`config.mk`:
```
export PLATFORM = sky130hd
export DESIGN_NAME = frame_ones_accum_flat
export DESIGN_NICKNAME = d
export VERILOG_FILES = /design/src/rtl/frame_ones_pkg.sv /design/src/rtl/frame_ones_accum_if.sv /design/src/rtl/frame_ones_accum.sv /design/src/flat_wrapper.sv
export SDC_FILE = /design/constraint.sdc
export NUM_CORES = 1
export LEC_CHECK = 0
export CAP_MARGIN = 20
export CORE_MARGIN = 10
export CORE_UTILIZATION = 45
export CTS_CLUSTER_DIAMETER = 100
export DETAILED_ROUTE_END_ITERATION = 7
export DONT_BUFFER_PORTS = 1
export PLACE_DENSITY = 0.6
export SYNTH_ARGS = -nofsm -noshare
export SYNTH_HDL_FRONTEND = slang
export SYNTH_SLANG_ARGS = --single-unit
```
`constraint.sdc`:
```
create_clock -name clk -period 2.1 [get_ports clk]
set_clock_uncertainty 0.2 [all_clocks]
set_input_delay 0.21 -clock clk [delete_from_list [all_inputs] [get_ports clk]]
set_output_delay 0.21 -clock clk [all_outputs]
set_load 0.1 [all_outputs]
```
`src/rtl/frame_ones_pkg.sv`:
```
// ---------------------------------------------------------------------------
// frame_ones_pkg
// Shared definitions for the frame ones accumulator:
//   state_t  - controller states (IDLE / ACCUM / HOLD)
//   cntW()   - width of a per-word ones count for a given word width
//   totW()   - width of a frame total that can hold IN_W*FRAME_LEN exactly
// ---------------------------------------------------------------------------
package frame_ones_pkg;

    // IDLE: no words held, ACCUM: partial frame held, HOLD: result presented
    typedef enum logic [1:0] {
        IDLE  = 2'd0,
        ACCUM = 2'd1,
        HOLD  = 2'd2
    } state_t;

    // A word of inW bits can hold 0..inW ones, which needs clog2(inW)+1 bits
    function automatic int cntW(input int inW);
        return $clog2(inW) + 1;
    endfunction

    // The +1 makes the width hold the maximum total itself, not just max-1
    function automatic int totW(input int inW, input int frameLen);
        return $clog2(inW * frameLen + 1);
    endfunction

endpackage

```
`src/rtl/frame_ones_accum_if.sv`:
```
// ---------------------------------------------------------------------------
// frame_ones_accum_if
// Handshake bundle between an upstream ones counter, the frame accumulator
// and the downstream result consumer.
//   in_valid/in_ready/in_count/in_last   - per-word input stream
//   out_valid/out_ready                  - frame result handshake
//   out_total/out_words/out_err          - frame result fields
//   out_over                             - total above threshold, only when
//                                          FRAME_ONES_THRESH_EN is defined
// modport master: the environment (drives inputs, consumes results)
// modport slave : the accumulator
// ---------------------------------------------------------------------------
interface frame_ones_accum_if
    import frame_ones_pkg::*;
#(
    parameter int IN_W      = 16,
    parameter int FRAME_LEN = 8
);

    localparam int CNT_W = cntW(IN_W);
    localparam int TOT_W = totW(IN_W, FRAME_LEN);

    logic             in_valid;
    logic             in_ready;
    logic [CNT_W-1:0] in_count;
    logic             in_last;
    logic             out_valid;
    logic             out_ready;
    logic [TOT_W-1:0] out_total;
    logic [7:0]       out_words;
    logic             out_err;
`ifdef FRAME_ONES_THRESH_EN
    logic             out_over;
`endif

    modport master (
        output in_valid,
        output in_count,
        output in_last,
        output out_ready,
        input  in_ready,
        input  out_valid,
        input  out_total,
        input  out_words,
`ifdef FRAME_ONES_THRESH_EN
        input  out_over,
`endif
        input  out_err
    );

    modport slave (
        input  in_valid,
        input  in_count,
        input  in_last,
        input  out_ready,
        output in_ready,
        output out_valid,
        output out_total,
        output out_words,
`ifdef FRAME_ONES_THRESH_EN
        output out_over,
`endif
        output out_err
    );

endinterface

```
`src/rtl/frame_ones_accum.sv`:
```
// ---------------------------------------------------------------------------
// frame_ones_accum
// Sums per-word ones counts into a frame total. A frame closes after
// FRAME_LEN accepted words or on an accepted word flagged in_last. The
// result is then held until the consumer takes it; no new words are
// accepted while a result is held.
// Ports:
//   clk    - single clock, rising edge
//   rst_n  - asynchronous active-low reset
//   bus    - frame_ones_accum_if.slave (input stream + result handshake)
// Parameters:
//   IN_W      - data word width whose ones are counted upstream
//   FRAME_LEN - maximum words per frame (1..255)
//   THRESH    - out_over threshold, only when FRAME_ONES_THRESH_EN is defined
// ---------------------------------------------------------------------------
module frame_ones_accum
    import frame_ones_pkg::*;
#(
    parameter int IN_W      = 16,
    parameter int FRAME_LEN = 8
`ifdef FRAME_ONES_THRESH_EN
    ,
    parameter int THRESH    = IN_W * FRAME_LEN / 2
`endif
) (
    input logic               clk,
    input logic               rst_n,
    frame_ones_accum_if.slave bus
);

    localparam int              CNT_W       = cntW(IN_W);
    localparam int              TOT_W       = totW(IN_W, FRAME_LEN);
    localparam logic [CNT_W-1:0] IN_W_C     = CNT_W'(IN_W);
    localparam logic [7:0]       FRAME_LEN_C = 8'(FRAME_LEN);

    state_t           r_state;
    logic [TOT_W-1:0] r_sum;
    logic [7:0]       r_words;
    logic             r_err;

    logic             w_accept;
    logic             w_badCount;
    logic [CNT_W-1:0] w_clamped;
    logic [TOT_W-1:0] w_nextSum;
    logic [7:0]       w_nextWords;
    logic             w_close;

    // Handshake side: accept anywhere except while a result is held.
    assign bus.in_ready  = (r_state != HOLD);
    assign bus.out_valid = (r_state == HOLD);
    assign w_accept      = bus.in_valid && bus.in_ready;

    // Result fields come straight from the accumulators; they are cleared on
    // consume and on reset, and cannot change in HOLD because nothing is
    // accepted there.
    assign bus.out_total = r_sum;
    assign bus.out_words = r_words;
    assign bus.out_err   = r_err;

    // Saturating contribution of the incoming word: an out-of-range count is
    // clamped to IN_W so the frame total can never exceed IN_W*FRAME_LEN,
    // and the bad count is remembered in the error flag instead.
    always_comb begin
        w_badCount  = 1'b0;
        w_clamped   = bus.in_count;
        if (bus.in_count > IN_W_C) begin
            w_badCount = 1'b1;
            w_clamped  = IN_W_C;
        end
        w_nextSum   = r_sum + TOT_W'(w_clamped);
        w_nextWords = r_words + 8'd1;
        w_close     = w_accept && ((w_nextWords == FRAME_LEN_C) || bus.in_last);
    end

    // Frame controller and accumulators. An accept from IDLE or ACCUM folds
    // the word in and either stays in ACCUM or closes the frame into HOLD;
    // consuming the result in HOLD clears everything back to IDLE.
    always_ff @(posedge clk or negedge rst_n) begin
        if (!rst_n) begin
            r_state <= IDLE;
            r_sum   <= '0;
            r_words <= '0;
            r_err   <= 1'b0;
        end else begin
            case (r_state)
                IDLE, ACCUM: begin
                    if (w_accept) begin
                        r_sum   <= w_nextSum;
                        r_words <= w_nextWords;
                        r_err   <= r_err | w_badCount;
                        r_state <= w_close ? HOLD : ACCUM;
                    end
                end
                HOLD: begin
                    if (bus.out_ready) begin
                        r_sum   <= '0;
                        r_words <= '0;
                        r_err   <= 1'b0;
                        r_state <= IDLE;
                    end
                end
                default: begin
                    r_state <= IDLE;
                end
            endcase
        end
    end

`ifdef FRAME_ONES_THRESH_EN
    logic r_over;

    // Threshold flag is computed from the closing sum so it is registered in
    // the same edge as the result and is valid together with out_valid.
    always_ff @(posedge clk or negedge rst_n) begin
        if (!rst_n) begin
            r_over <= 1'b0;
        end else if (w_close) begin
            r_over <= (32'(w_nextSum) > 32'(THRESH));
        end else if ((r_state == HOLD) && bus.out_ready) begin
            r_over <= 1'b0;
        end
    end

    assign bus.out_over = r_over;
`endif

endmodule

```
`src/flat_wrapper.sv`:
```
// flat-port wrapper written by rule: the top's interface ports become plain ports
module frame_ones_accum_flat import frame_ones_pkg::*;
#(
    parameter int IN_W      = 16,
    parameter int FRAME_LEN = 8

)
  (clk, rst_n, bus_in_valid, bus_in_count, bus_in_last, bus_out_ready, bus_in_ready, bus_out_valid, bus_out_total, bus_out_words, bus_out_err);
  frame_ones_accum_if #(.IN_W(IN_W), .FRAME_LEN(FRAME_LEN)) bus_i ();
  input logic clk;
  input logic rst_n;
  input wire logic [$bits(bus_i.in_valid)-1:0] bus_in_valid;
  input wire logic [$bits(bus_i.in_count)-1:0] bus_in_count;
  input wire logic [$bits(bus_i.in_last)-1:0] bus_in_last;
  input wire logic [$bits(bus_i.out_ready)-1:0] bus_out_ready;
  output wire logic [$bits(bus_i.in_ready)-1:0] bus_in_ready;
  output wire logic [$bits(bus_i.out_valid)-1:0] bus_out_valid;
  output wire logic [$bits(bus_i.out_total)-1:0] bus_out_total;
  output wire logic [$bits(bus_i.out_words)-1:0] bus_out_words;
  output wire logic [$bits(bus_i.out_err)-1:0] bus_out_err;
  assign bus_i.in_valid = bus_in_valid;
  assign bus_i.in_count = bus_in_count;
  assign bus_i.in_last = bus_in_last;
  assign bus_i.out_ready = bus_out_ready;
  assign bus_in_ready = bus_i.in_ready;
  assign bus_out_valid = bus_i.out_valid;
  assign bus_out_total = bus_i.out_total;
  assign bus_out_words = bus_i.out_words;
  assign bus_out_err = bus_i.out_err;
  frame_ones_accum #(.IN_W(IN_W), .FRAME_LEN(FRAME_LEN)) u_core (.clk(clk), .rst_n(rst_n), .bus(bus_i));
endmodule
```
# Word-level counts from Yosys, hierarchy flattened
# Cells that the tools add are included.
[classes]
add_sub_neg = 2
multipliers = 0
n_div = 0
magnitude_cmp = 1
eq_ne = 6
shifts = 0
n_mux = 14
bitwise = 1
n_reduce_logical = 8
[ops]
columns = ["cell", "n"]
rows = [
  ["$pmux W8 S2", 2],
  ["$mux W8", 3],
  ["$add A8 B1 Y8 const B", 1],
  ["$add A8 B5 Y8", 1],
  ["$eq A8 B4 Y1 const B", 1],
  ["$mux W2", 3],
  ["$gt A5 B5 Y1 const B", 1],
  ["$mux W5", 1],
  ["$ne A2 B2 Y1 const B", 2],
  ["$pmux W2 S2", 1],
  ["$mux W1", 3],
  ["$reduce_and A3 Y1", 1],
  ["$eq A2 B1 Y1 const B", 1],
  ["$eq A2 B2 Y1 const B", 1],
  ["$logic_and A1 B1 Y1", 2],
  ["$logic_not A2 Y1", 1],
  ["$ne A2 B1 Y1 const B", 1],
  ["$pmux W1 S2", 1],
  ["$reduce_and A2 Y1", 1],
  ["$reduce_bool A2 Y1", 1],
  ["$reduce_or A2 Y1", 1],
  ["$logic_or A1 B1 Y1", 1],
  ["$or A1 B1 Y1", 1],
]
[totals]
reg_bits = 19
latchBits = 0
ramBits = 0
mem_bits_ro = 0
input_bits = 10
out_inout_bits = 19
word_cells = 36
memories = 0

# Logic depth before layout (Yosys ltp)
# Gate-level depths: netlist of the first run.
[depth]
ltp_word = 7
mapped_depth = 7
ltp_nobuf = 7

# Worst setup path before layout of the first run
# No wires, ideal clock.
[synth_path]
path_type = "reg2reg"
startpoint = "register u_core.r_state[1]"
endpoint = "register u_core.r_words[2], in the netlist u_core.bus.out_words[2]"
setup_ns = 0.093
t_arrival_ns = 2.543
t_required_ns = 1.807
slack_ns = -0.736
path_stages_with_launch = 6
path_buffers = 0
period_less_slack_ns = 2.836
cell_sequence = "dfrtp_1 > nand2b_1 > inv_1 > a21oi_2 > o21ai_0 > o21ai_0"
[synth_between]
elab_chain_len = 4
elab_cells_between_ends = 11
classes_between = "eq/ne: 5; mux: 1; reduce/logical: 5"
[synth_lines]
columns = ["item", "line_no", "source"]
rows = [
  ["start, declared", "frame_ones_accum.sv:36", "state_t r_state;"],
  ["start signal, assigned", "frame_ones_accum.sv:91", "r_state <= w_close ? HOLD : ACCUM;"],
  ["$ne A2 B2 Y1", "frame_ones_accum.sv:49", "assign bus.in_ready = (r_state != HOLD);"],
  ["net bus_in_ready", "flat_wrapper.sv:16", "output wire logic [$bits(bus_i.in_ready)-1:0] bus_in_ready;"],
  ["$logic_and A1 B1 Y1", "frame_ones_accum.sv:51", "assign w_accept = bus.in_valid && bus.in_ready;"],
  ["$ne A2 B1 Y1 (no line)", "-", ""],
  ["$reduce_and A3 Y1 (no line)", "-", ""],
  ["end signal, assigned", "frame_ones_accum.sv:89", "r_words <= w_nextWords;"],
  ["end, declared", "frame_ones_accum.sv:38", "logic [7:0] r_words;"],
]
# The timed path passes the listed nets, and every way through them passes these cells.
# A chain may end at the register's enable or synchronous reset.

# Worst setup path in the final report of the first run
[layout_path]
startpoint = "register u_core.r_state[1]"
endpoint = "register u_core.r_err, in the netlist u_core.bus.out_err"
[layout_between]
elab_chain_len = 4
elab_cells_between_ends = 11
classes_between = "eq/ne: 5; mux: 1; reduce/logical: 5"
[layout_lines]
columns = ["item", "line_no", "source"]
rows = [
  ["$eq A2 B1 Y1 (tied with other cells)", "frame_ones_accum.sv:85", "case (r_state)"],
  ["$reduce_or A2 Y1 / $logic_and A1 B1 Y1 (equally long branches)", "frame_ones_accum.sv:85, frame_ones_accum.sv:51", ""],
  ["$ne A2 B1 Y1 (no line) / $reduce_bool A2 Y1 (equally long branches)", "-", ""],
  ["$reduce_and A3 Y1 (no line)", "-", ""],
  ["end signal, assigned", "frame_ones_accum.sv:90", "r_err <= r_err | w_badCount;"],
  ["end, declared", "frame_ones_accum.sv:39", "logic r_err;"],
]
# Parallel ways exist; a longest one is shown, timed or not.

==> results_dict.tcl, run 1 <==
set metrics [dict create \
    drtPass1Iterations 4 \
    post-dp-hpwl_um 2170 \
    fillCellCount 208 \
    syn_inst 114 \
    cts_buffer_depth 2 \
    p_per_area_nw_per_um2 1610 \
    fp.dieH_um 69.2 \
    period_minus_slack_ns 2.01 \
    fin_nets 160 \
    worstReg2RegStart "u_core.r_state[1]$_DFFE_PN0P_" \
    grt_antenna_before_repair 0 \
    synth_top_family_by_area "simple AND/OR/NAND/NOR gates" \
    synth_ff_type "dfrtp_1" \
    yosysUniqueCellTypes 37 \
    synthXorXnorAreaFrac_pct 4.83 \
    start_util_pct 48.3 \
    leakagePower_nw 0.650 \
    drc_errors 0 \
    endpoint "u_core.bus.out_err$_DFFE_PN0P_" \
    grt_max_degree 20 \
    cts-root-buf "clkbuf_4" \
    drt-total-wl_um 2760 \
    n_antenna_cell 0 \
    p_switching_w 0.00137 \
    synth-edff-count 0 \
    syn_nets 131 \
    grtUsageTotal_pct 11.8 \
    worst_hold_path_type "in2reg" \
    gp_congestion 0.730 \
    outcome "finished clean" \
    synthArstFlopShare_pct 100 \
    synth-compound-area-share_pct 16.9 \
    hold_violations 0 \
    arrival_ns 2.01 \
    critPathKind "reg2reg" \
    synth-simple-area-share_pct 21.5 \
    slew_headroom_pct 42.2 \
    sw_frac_of_total_pct 60.0 \
    clkTransAtPathRegs_ns 0.11 \
    cts_tree "built" \
    syn2layout_area_growth_pct 30.3 \
    ff_latch_area_um2 488 \
    multi_input_area_um2 649 \
    ys_warn_count 0 \
    vias 954 \
    r2r_setup_slack_ns 0.09 \
    die_area_um2 4790 \
    p_comb_share_pct 65.0 \
    final_common_cell "buf_4" \
    io_pins 29 \
    clock_sinks 19 \
    avgSynthCellArea_um2 9.55 \
    io_buffers 0 \
    cts_buffers 3 \
    ant_nets 0 \
    seq_area_frac_synth_pct 43.7 \
    start_kind "flip-flop" \
    cp-end-kind "flip-flop" \
    crit_start "u_core.r_state[1]$_DFFE_PN0P_" \
    clkPwrFrac_pct 8.3 \
    cts_setup_buffers 0 \
    slew_viol_final 0 \
    synth.area.mux_share_pct 2.87 \
    final.setup.tns_ns 0 \
    fin_ws_ns 0.0926 \
    total_power_w 0.00229 \
    r2r_cells 5 \
    die_w_um 69.2 \
    required_ns 2.10 \
    first_iter_violations 23 \
    period_share_pct 95.6 \
    cts_htree_levels 1 \
    setup_viol 0 \
    cp_max_fo 8 \
    drv_cap 0 \
    sequentialPowerShare_pct 26.7 \
    core_area_um2 2250 \
    ys_seq_elements 19 \
    r2r-end "u_core.bus.out_err$_DFFE_PN0P_" \
    clk_latency_ns 0.30 \
    final_cell_mix "buf_4, nand2_1, dfrtp_1" \
    vias_per_cell 5.61 \
    gr-total-overflow 0 \
    routedWlPerCell_um 16.2 \
    timing.fmax_mhz 498 \
    drive_gt1_share_pct 31.0 \
    place_ws_ns 0.118 \
    p_int_w 0.000916 \
    first_global_vias 945 \
    rows 17 \
    rsz0062_at_grt "no" \
    worst_pin_slew_ns 0.864 \
    synth-adder-area-share_pct 8.74 \
    ir_drop_uv 1140 \
    grt_pass1_wl_um 4810 \
    syn_area_um2 1090 \
]
## power by group through the flow
stage / clock network [W] / registers (W) / logic [W]
detailed placement: 0 / 0.000618 / 0.00147
CTS: 0.000197 / 0.000611 / 0.00149
floorplan: 0 / 0.00141 / 0.000355
finish: 0.000189 / 0.000611 / 0.00149
global placement: 0 / 0.000611 / 0.00144
global route: 0.000213 / 0.000634 / 0.00157
## through the flow
step,hold slack [ns],utilization (%),instances,cell area [µm²]
2_1_floorplan,-0.286,-,114,1150
3_3_place_gp,-0.285,59.1,161,1330
3_5_place_dp,-0.285,59.1,161,1330
4_1_cts,0.0784,62.5,170,1410
5_1_grt,0.0529,62.9,170,1420
6_report,0.0501,62.9,170,1420
## repair_timing
action / CTS / global route
hold buffers: 5 / 0
endpoints found under the setup margin: 0 / 2
hold endpoints to repair: 32 / 0
gates resized for setup: 0 / 4
## cell families after synthesis
group / count (synthesis)
AND/OR/NAND/NOR: 46
AO/OA/AOI/OAI: 29
flip-flops: 19
adder cells (fa/ha/maj): 7
XOR/XNOR: 6
buffers and inverters: 4
multiplexers: 3
## Yosys cell counts (2+ instances only)
master	n	area [µm²]
dfrtp_1	19	475
nand2_1	19	71.3
o21ai_0	13	65.1
ha_1	6	75.1
nand3_1	6	30.0
xor2_1	5	43.8
a21oi_1	4	20.0
nor2b_1	4	25.0
a21o_1	3	22.5
nor2_1	3	11.3
inv_1	2	7.51
mux2i_1	2	20.0
nand2b_1	2	12.5
nand4_1	2	12.5
or3_1	2	12.5
## state kept, by name (all words and copies together) (netlist names)
name,cells
u_core.bus.out_words,8
u_core.bus.out_total,8
u_core.bus.out_err,1
u_core.r_state,2
## routing by layer
metal | share of wire [%] | wire length (µm) | GRT usage, % | vias up
met5 | 0 | 0 | 0 | -
met3 | 6.8 | 189 | 3.71 | 5
met2 | 48 | 1330 | 19.6 | 24
met4 | 1.7 | 46 | 5.32 | 0
li1 | - | - | - | 463
met1 | 43 | 1190 | 13.5 | 462
## worst min-delay path by stage
stage                 startpoint                                   to  slack [ns]  cells past startpoint
global route        bus_in_valid        u_core.r_state[0]$_DFFE_PN0P_        0.05                      2
finish              bus_in_valid        u_core.r_state[0]$_DFFE_PN0P_        0.05                      2
detailed placement         rst_n  u_core.bus.out_words[4]$_DFFE_PN0P_       -0.29                      0
global placement           rst_n  u_core.bus.out_words[4]$_DFFE_PN0P_       -0.28                      0
CTS                 bus_in_valid  u_core.bus.out_total[3]$_DFFE_PN0P_        0.08                      3
floorplan                  rst_n       u_core.bus.out_err$_DFFE_PN0P_       -0.29                      0
## critical path, stage by stage (launching register included)
cell,delay (ns)
dfrtp_2,0.42
and2b_2,0.27
buf_4,0.19
a31oi_1,0.21
a21oi_1,0.06
dlygate4sd3_1,0.56
## area by class of cell
cell class	instances	area share (%)
Timing Repair Buffer	26	14.6
Clock buffer	3	1.59
Sequential cell	19	34.4
Clock inverter	1	0.353
Multi-Input combinational cell	91	45.8
Tap cell	28	2.47
Inverter	2	0.794
No activity file was read; power rests on OpenSTA's default activity.
==> inputs of run 2 (changes only) <==
- PLACE_DENSITY: 0.6 -> 0.58
- clock period: 2.1 -> 2.2 ns (I/O delays scaled with it)
==> run 2 against run 1 <==
Against the previous run:
- register-to-register slack better by 0.05 ns
- core utilization decreased by 1.9 points
- final cell count fell by 0.59%
- setup slack better by 0.050 ns
- global-route usage fell by 0.44 points
- largest power group unchanged
- count of clock-buffer cells in the layout rose by 1
- the flow now finishes with violations (negative hold slack)
- wire length down 2.7%
- combinational power is 8% lower
==> results_dict.tcl, run 2 (same netlist as run 1, synthesis figures left out) <==
set metrics [dict create \
    p_per_area_nw_per_um2 1550 \
    core_area_um2 2250 \
    cp-end-kind "flip-flop" \
    cts_buffer_depth 2 \
    drtPass1Iterations 4 \
    violations "negative hold slack" \
    final_common_cell "buf_4" \
    outcome "finished with violations" \
    hold_violations 1 \
    ir_drop_uv 990 \
    final.setup.tns_ns 0 \
    syn2layout_area_growth_pct 26.4 \
    cts_setup_buffers 0 \
    timing.fmax_mhz 486 \
    clkTransAtPathRegs_ns 0.12 \
    slew_headroom_pct 41.5 \
    postCtsHoldBufs 5 \
    dpl_cell_area_um2 1300 \
    final_core_util_pct 61.0 \
    gp_congestion 0.761 \
    total_power_w 0.00213 \
    die_w_um 69.2 \
    whs_ns -0.000909 \
    grt_antenna_before_repair 0 \
    drive_gt1_share_pct 25.5 \
    grtUsageTotal_pct 11.4 \
    die_area_um2 4790 \
    leakagePower_nw 0.642 \
    rsz0062_at_grt "no" \
    slew_viol_final 0 \
    arrival_ns 2.08 \
    gr-total-overflow 0 \
    io_buffers 0 \
    fp.dieH_um 69.2 \
    cts_resized 0 \
    drv_cap 0 \
    clk_latency_ns 0.30 \
    post-dp-hpwl_um 2060 \
    cts_tree "built" \
    worst_hold_path_type "in2reg" \
    ant_nets 0 \
    worst_pin_slew_ns 0.874 \
    routedWlPerCell_um 15.9 \
    start_util_pct 48.3 \
    cts-root-buf "clkbuf_4" \
    io_pins 29 \
    required_ns 2.23 \
    final_cell_mix "buf_4, nand2_1, dfrtp_1" \
    vias_per_cell 5.48 \
    first_iter_violations 21 \
    clock_sinks 19 \
    fin_nets 159 \
    vias 926 \
    cts_htree_levels 1 \
    critPathKind "reg2reg" \
    cp_max_fo 2 \
    first_global_vias 951 \
    drt-total-wl_um 2690 \
    start_kind "flip-flop" \
    finalInstanceArea_um2 1380 \
    grt_pass1_wl_um 4620 \
    rows 17 \
    period_minus_slack_ns 2.06 \
    setup_viol 0 \
    drc_errors 0 \
    n_antenna_cell 0 \
    cts_buffers 3 \
    period_share_pct 93.5 \
    grt_max_degree 20 \
]
## run 2: cell types whose count changed in the layout (fill, tap and decap cells not counted), sizes merged
| cell | before | now |
|---|---|---|
| clkbuf | 3 | 4 |
| clkinv | 1 | 0 |
| buf | 21 | 20 |
## run 2: path summary, 6_finish.rpt
kind / end / start / depth (start not counted) / slack [ns]
worst max register to register: u_core.bus.out_total[6]$_DFFE_PN0P_ / u_core.bus.out_total[0]$_DFFE_PN0P_ / 6 / 0.14
worst min-delay path: u_core.bus.out_total[3]$_DFFE_PN0P_ / bus_out_ready / 3 / -0.0009
min in group asynchronous: u_core.bus.out_total[1]$_DFFE_PN0P_ / rst_n / 1 / 0.26
worst min register to register: u_core.bus.out_total[5]$_DFFE_PN0P_ / u_core.bus.out_total[5]$_DFFE_PN0P_ / 1 / 0.35
max in group asynchronous: u_core.bus.out_total[4]$_DFFE_PN0P_ / rst_n / 1 / 0.90
worst max-delay path: u_core.bus.out_total[6]$_DFFE_PN0P_ / u_core.bus.out_total[0]$_DFFE_PN0P_ / 6 / 0.14
## run 2: routing by layer
metal,GRT usage (%),share of wire (%),vias to the layer above
li1,-,-,463
met1,12.0,43,431
met2,20.0,48,27
met3,3.71,6.9,5
met4,5.32,1.8,0
met5,0,0,-
## run 2: cell type report
type / instances / area (µm²)
Sequential cell: 19 / 487
Multi-Input combinational cell: 91 / 617
Inverter: 2 / 11.3
Tap cell: 28 / 35.0
Clock buffer: 4 / 26.3
Timing Repair Buffer: 25 / 200
Fill cell: 207 / 878
## run 2: report_power, final
part	internal, W	total [W]	switching [W]
Combinational	0.000308	0.00137	0.00106
Sequential	0.000470	0.000576	0.000106
Clock	0.0000706	0.000185	0.000115
Total	0.000849	0.00213	0.00129
## run 2: critical path: stages, from the launching register on
cell and delay (ns):
dfrtp_4 0.52, ha_4 0.17, fa_1 0.40, a21o_1 0.19, a311oi_1 0.24, o21ai_0 0.11, a21boi_0 0.16
## run 2: per-stage QoR
step,std cells,setup slack (ns)
after global placement,160,0.191
final,169,0.143
after detailed placement,160,0.177
after global routing,169,0.0349
after floorplan,114,0.0252
after CTS,169,0.139
==> inputs of run 3 (changes only) <==
- PLACE_DENSITY: 0.58 -> 0.6
- clock period: 2.2 -> 1.75 ns (I/O delays scaled with it)
==> run 3 against run 2 <==
Against the previous run:
- the flow finishes with violations (negative setup slack)
- maximum frequency rose by 4.8%
- sequential power rose by 34%
- wire length rose by 19%
- total power rose by 35%
- critical path depth did not move
- final cell count rose by 5.3%
- count of clock-buffer cells in the layout did not move
- non-clock buffer count rose by 9
- first-iteration DRC count rose by 90%
- die area did not move
- sequential cell count did not move
- register-to-register slack got worse by 0.36 ns
==> results_dict.tcl, run 3 (same netlist as run 1, synthesis figures left out) <==
set metrics [dict create \
    drv_cap 0 \
    start_kind "flip-flop" \
    timing.fmax_mhz 509 \
    multi_input_area_um2 678 \
    slew_viol_final 0 \
    p_comb_share_pct 65.4 \
    clkPwrFrac_pct 7.9 \
    cts_buffer_depth 2 \
    fillCellCount 191 \
    hold_end "u_core.bus.out_err$_DFFE_PN0P_" \
    grt_pass1_wl_um 5530 \
    start_util_pct 48.3 \
    stdcell_count 178 \
    cts-root-buf "clkbuf_4" \
    gr-total-overflow 0 \
    grtUsageTotal_pct 13.4 \
    hold_violations 0 \
    sw_frac_of_total_pct 59.3 \
    required_ns 1.75 \
    r2r_cells 6 \
    final.setup.tns_ns -0.608 \
    core_area_um2 2250 \
    cts_buffers 3 \
    hp-start "bus_in_count[0]" \
    p_per_area_nw_per_um2 1890 \
    fp.dieH_um 69.2 \
    grt_max_degree 20 \
    critPathKind "reg2reg" \
    io_buffers 0 \
    p_switching_w 0.00171 \
    violations "negative setup slack" \
    cp_max_fo 2 \
    slew_headroom_pct 39.7 \
    clock_sinks 19 \
    vias_per_cell 5.75 \
    cp-end-kind "flip-flop" \
    rsz0062_at_grt "yes" \
    worst_hold_path_type "in2reg" \
    fin_nets 168 \
    r2r_setup_slack_ns -0.21 \
    period_share_pct 112 \
    hold_depth 3 \
    drt-total-wl_um 3190 \
    whs_ns 0.0323 \
    post-dp-hpwl_um 2250 \
    setup_viol 4 \
    grt_antenna_before_repair 0 \
    cts_tree "built" \
    outcome "finished with violations" \
    worst_pin_slew_ns 0.902 \
    clk_latency_ns 0.29 \
    ff_latch_area_um2 502 \
    gp_congestion 0.851 \
    clkTransAtPathRegs_ns 0.11 \
    finalInstanceArea_um2 1520 \
    drive_gt1_share_pct 39.3 \
    ir_drop_uv 1200 \
    io_pins 29 \
    sequentialPowerShare_pct 26.7 \
    drtPass1Iterations 4 \
    routedWlPerCell_um 17.9 \
    final_common_cell "buf_4" \
    n_antenna_cell 0 \
    leakagePower_nw 0.680 \
    first_iter_violations 40 \
    worstReg2RegStart "u_core.bus.out_total[0]$_DFFE_PN0P_" \
    dpl_cell_area_um2 1390 \
    first_global_vias 1113 \
    period_minus_slack_ns 1.96 \
    die_area_um2 4790 \
    p_int_w 0.00117 \
    vias 1023 \
    arrival_ns 1.96 \
    final_cell_mix "buf_4, nand2_1, o21ai_1, dfrtp_1" \
    drc_errors 0 \
    total_power_w 0.00288 \
    fin_ws_ns -0.213 \
    rows 17 \
    placedCellCount 166 \
    syn2layout_area_growth_pct 39.9 \
    ant_nets 0 \
    cts_htree_levels 1 \
    r2r-end "u_core.bus.out_total[6]$_DFFE_PN0P_" \
    die_w_um 69.2 \
]
run 3: what timing repair did:
action                                  4_1_cts  5_1_grt
hold buffers                                  6        0
endpoints found under the hold margin        37        0
endpoints found under the setup margin        4        7
buffers inserted                              2        0
pin swaps                                     4        5
gates resized for setup                       5        3
run 3: critical path, stage by stage (launching register included):
cell	delay, ns
dfrtp_4	0.51
ha_4	0.17
fa_2	0.34
a21o_1	0.20
a311oi_2	0.24
or3_1	0.15
a21boi_1	0.06
run 3: worst max path at each step:
stage | startpoint | end | slack (ns) | cells past startpoint
final | u_core.bus.out_total[0]$_DFFE_PN0P_ | u_core.bus.out_total[6]$_DFFE_PN0P_ | -0.21 | 6
after global placement | u_core.bus.out_total[0]$_DFFE_PN0P_ | u_core.bus.out_total[6]$_DFFE_PN0P_ | -0.17 | 6
after CTS | u_core.bus.out_total[0]$_DFFE_PN0P_ | u_core.bus.out_total[6]$_DFFE_PN0P_ | -0.19 | 6
after floorplan | u_core.bus.out_total[0]$_DFFE_PN0P_ | u_core.bus.out_total[6]$_DFFE_PN0P_ | -0.36 | 6
after detailed placement | u_core.bus.out_total[0]$_DFFE_PN0P_ | u_core.bus.out_total[6]$_DFFE_PN0P_ | -0.26 | 6
after global routing | u_core.bus.out_total[0]$_DFFE_PN0P_ | u_core.bus.out_total[6]$_DFFE_PN0P_ | -0.29 | 6
run 3: area by class of cell:
type | instances | share of cell area, %
clock buffers | 4 | 1.73
inverters | 2 | 0.740
multi-input cells | 91 | 44.5
flip-flops and latches | 19 | 32.9
well taps | 28 | 2.30
repair buffers | 34 | 17.7
run 3: stage by stage:
step                      setup WS, ns  util, %
after floorplan                 -0.359        -
after global placement          -0.165     61.5
after detailed placement        -0.263     61.5
after CTS                       -0.194     67.0
after global routing            -0.290     67.5
final                           -0.213     67.5
run 3: metal layers:
metal,track usage (%),vias to the layer above,wire (µm)
met3,3.71,4,166
met5,0,-,0
met2,22.6,20,1700
met1,16.1,518,1290
li1,-,481,-
met4,3.99,0,29
run 3: power groups by stage:
stage	Sequential, W	Clock, W	Combinational, W
2_1_floorplan	0.00172	0	0.000432
3_3_place_gp	0.000757	0	0.00178
3_5_place_dp	0.000769	0	0.00180
4_1_cts	0.000766	0.000239	0.00186
5_1_grt	0.000792	0.000253	0.00199
6_report	0.000770	0.000227	0.00188
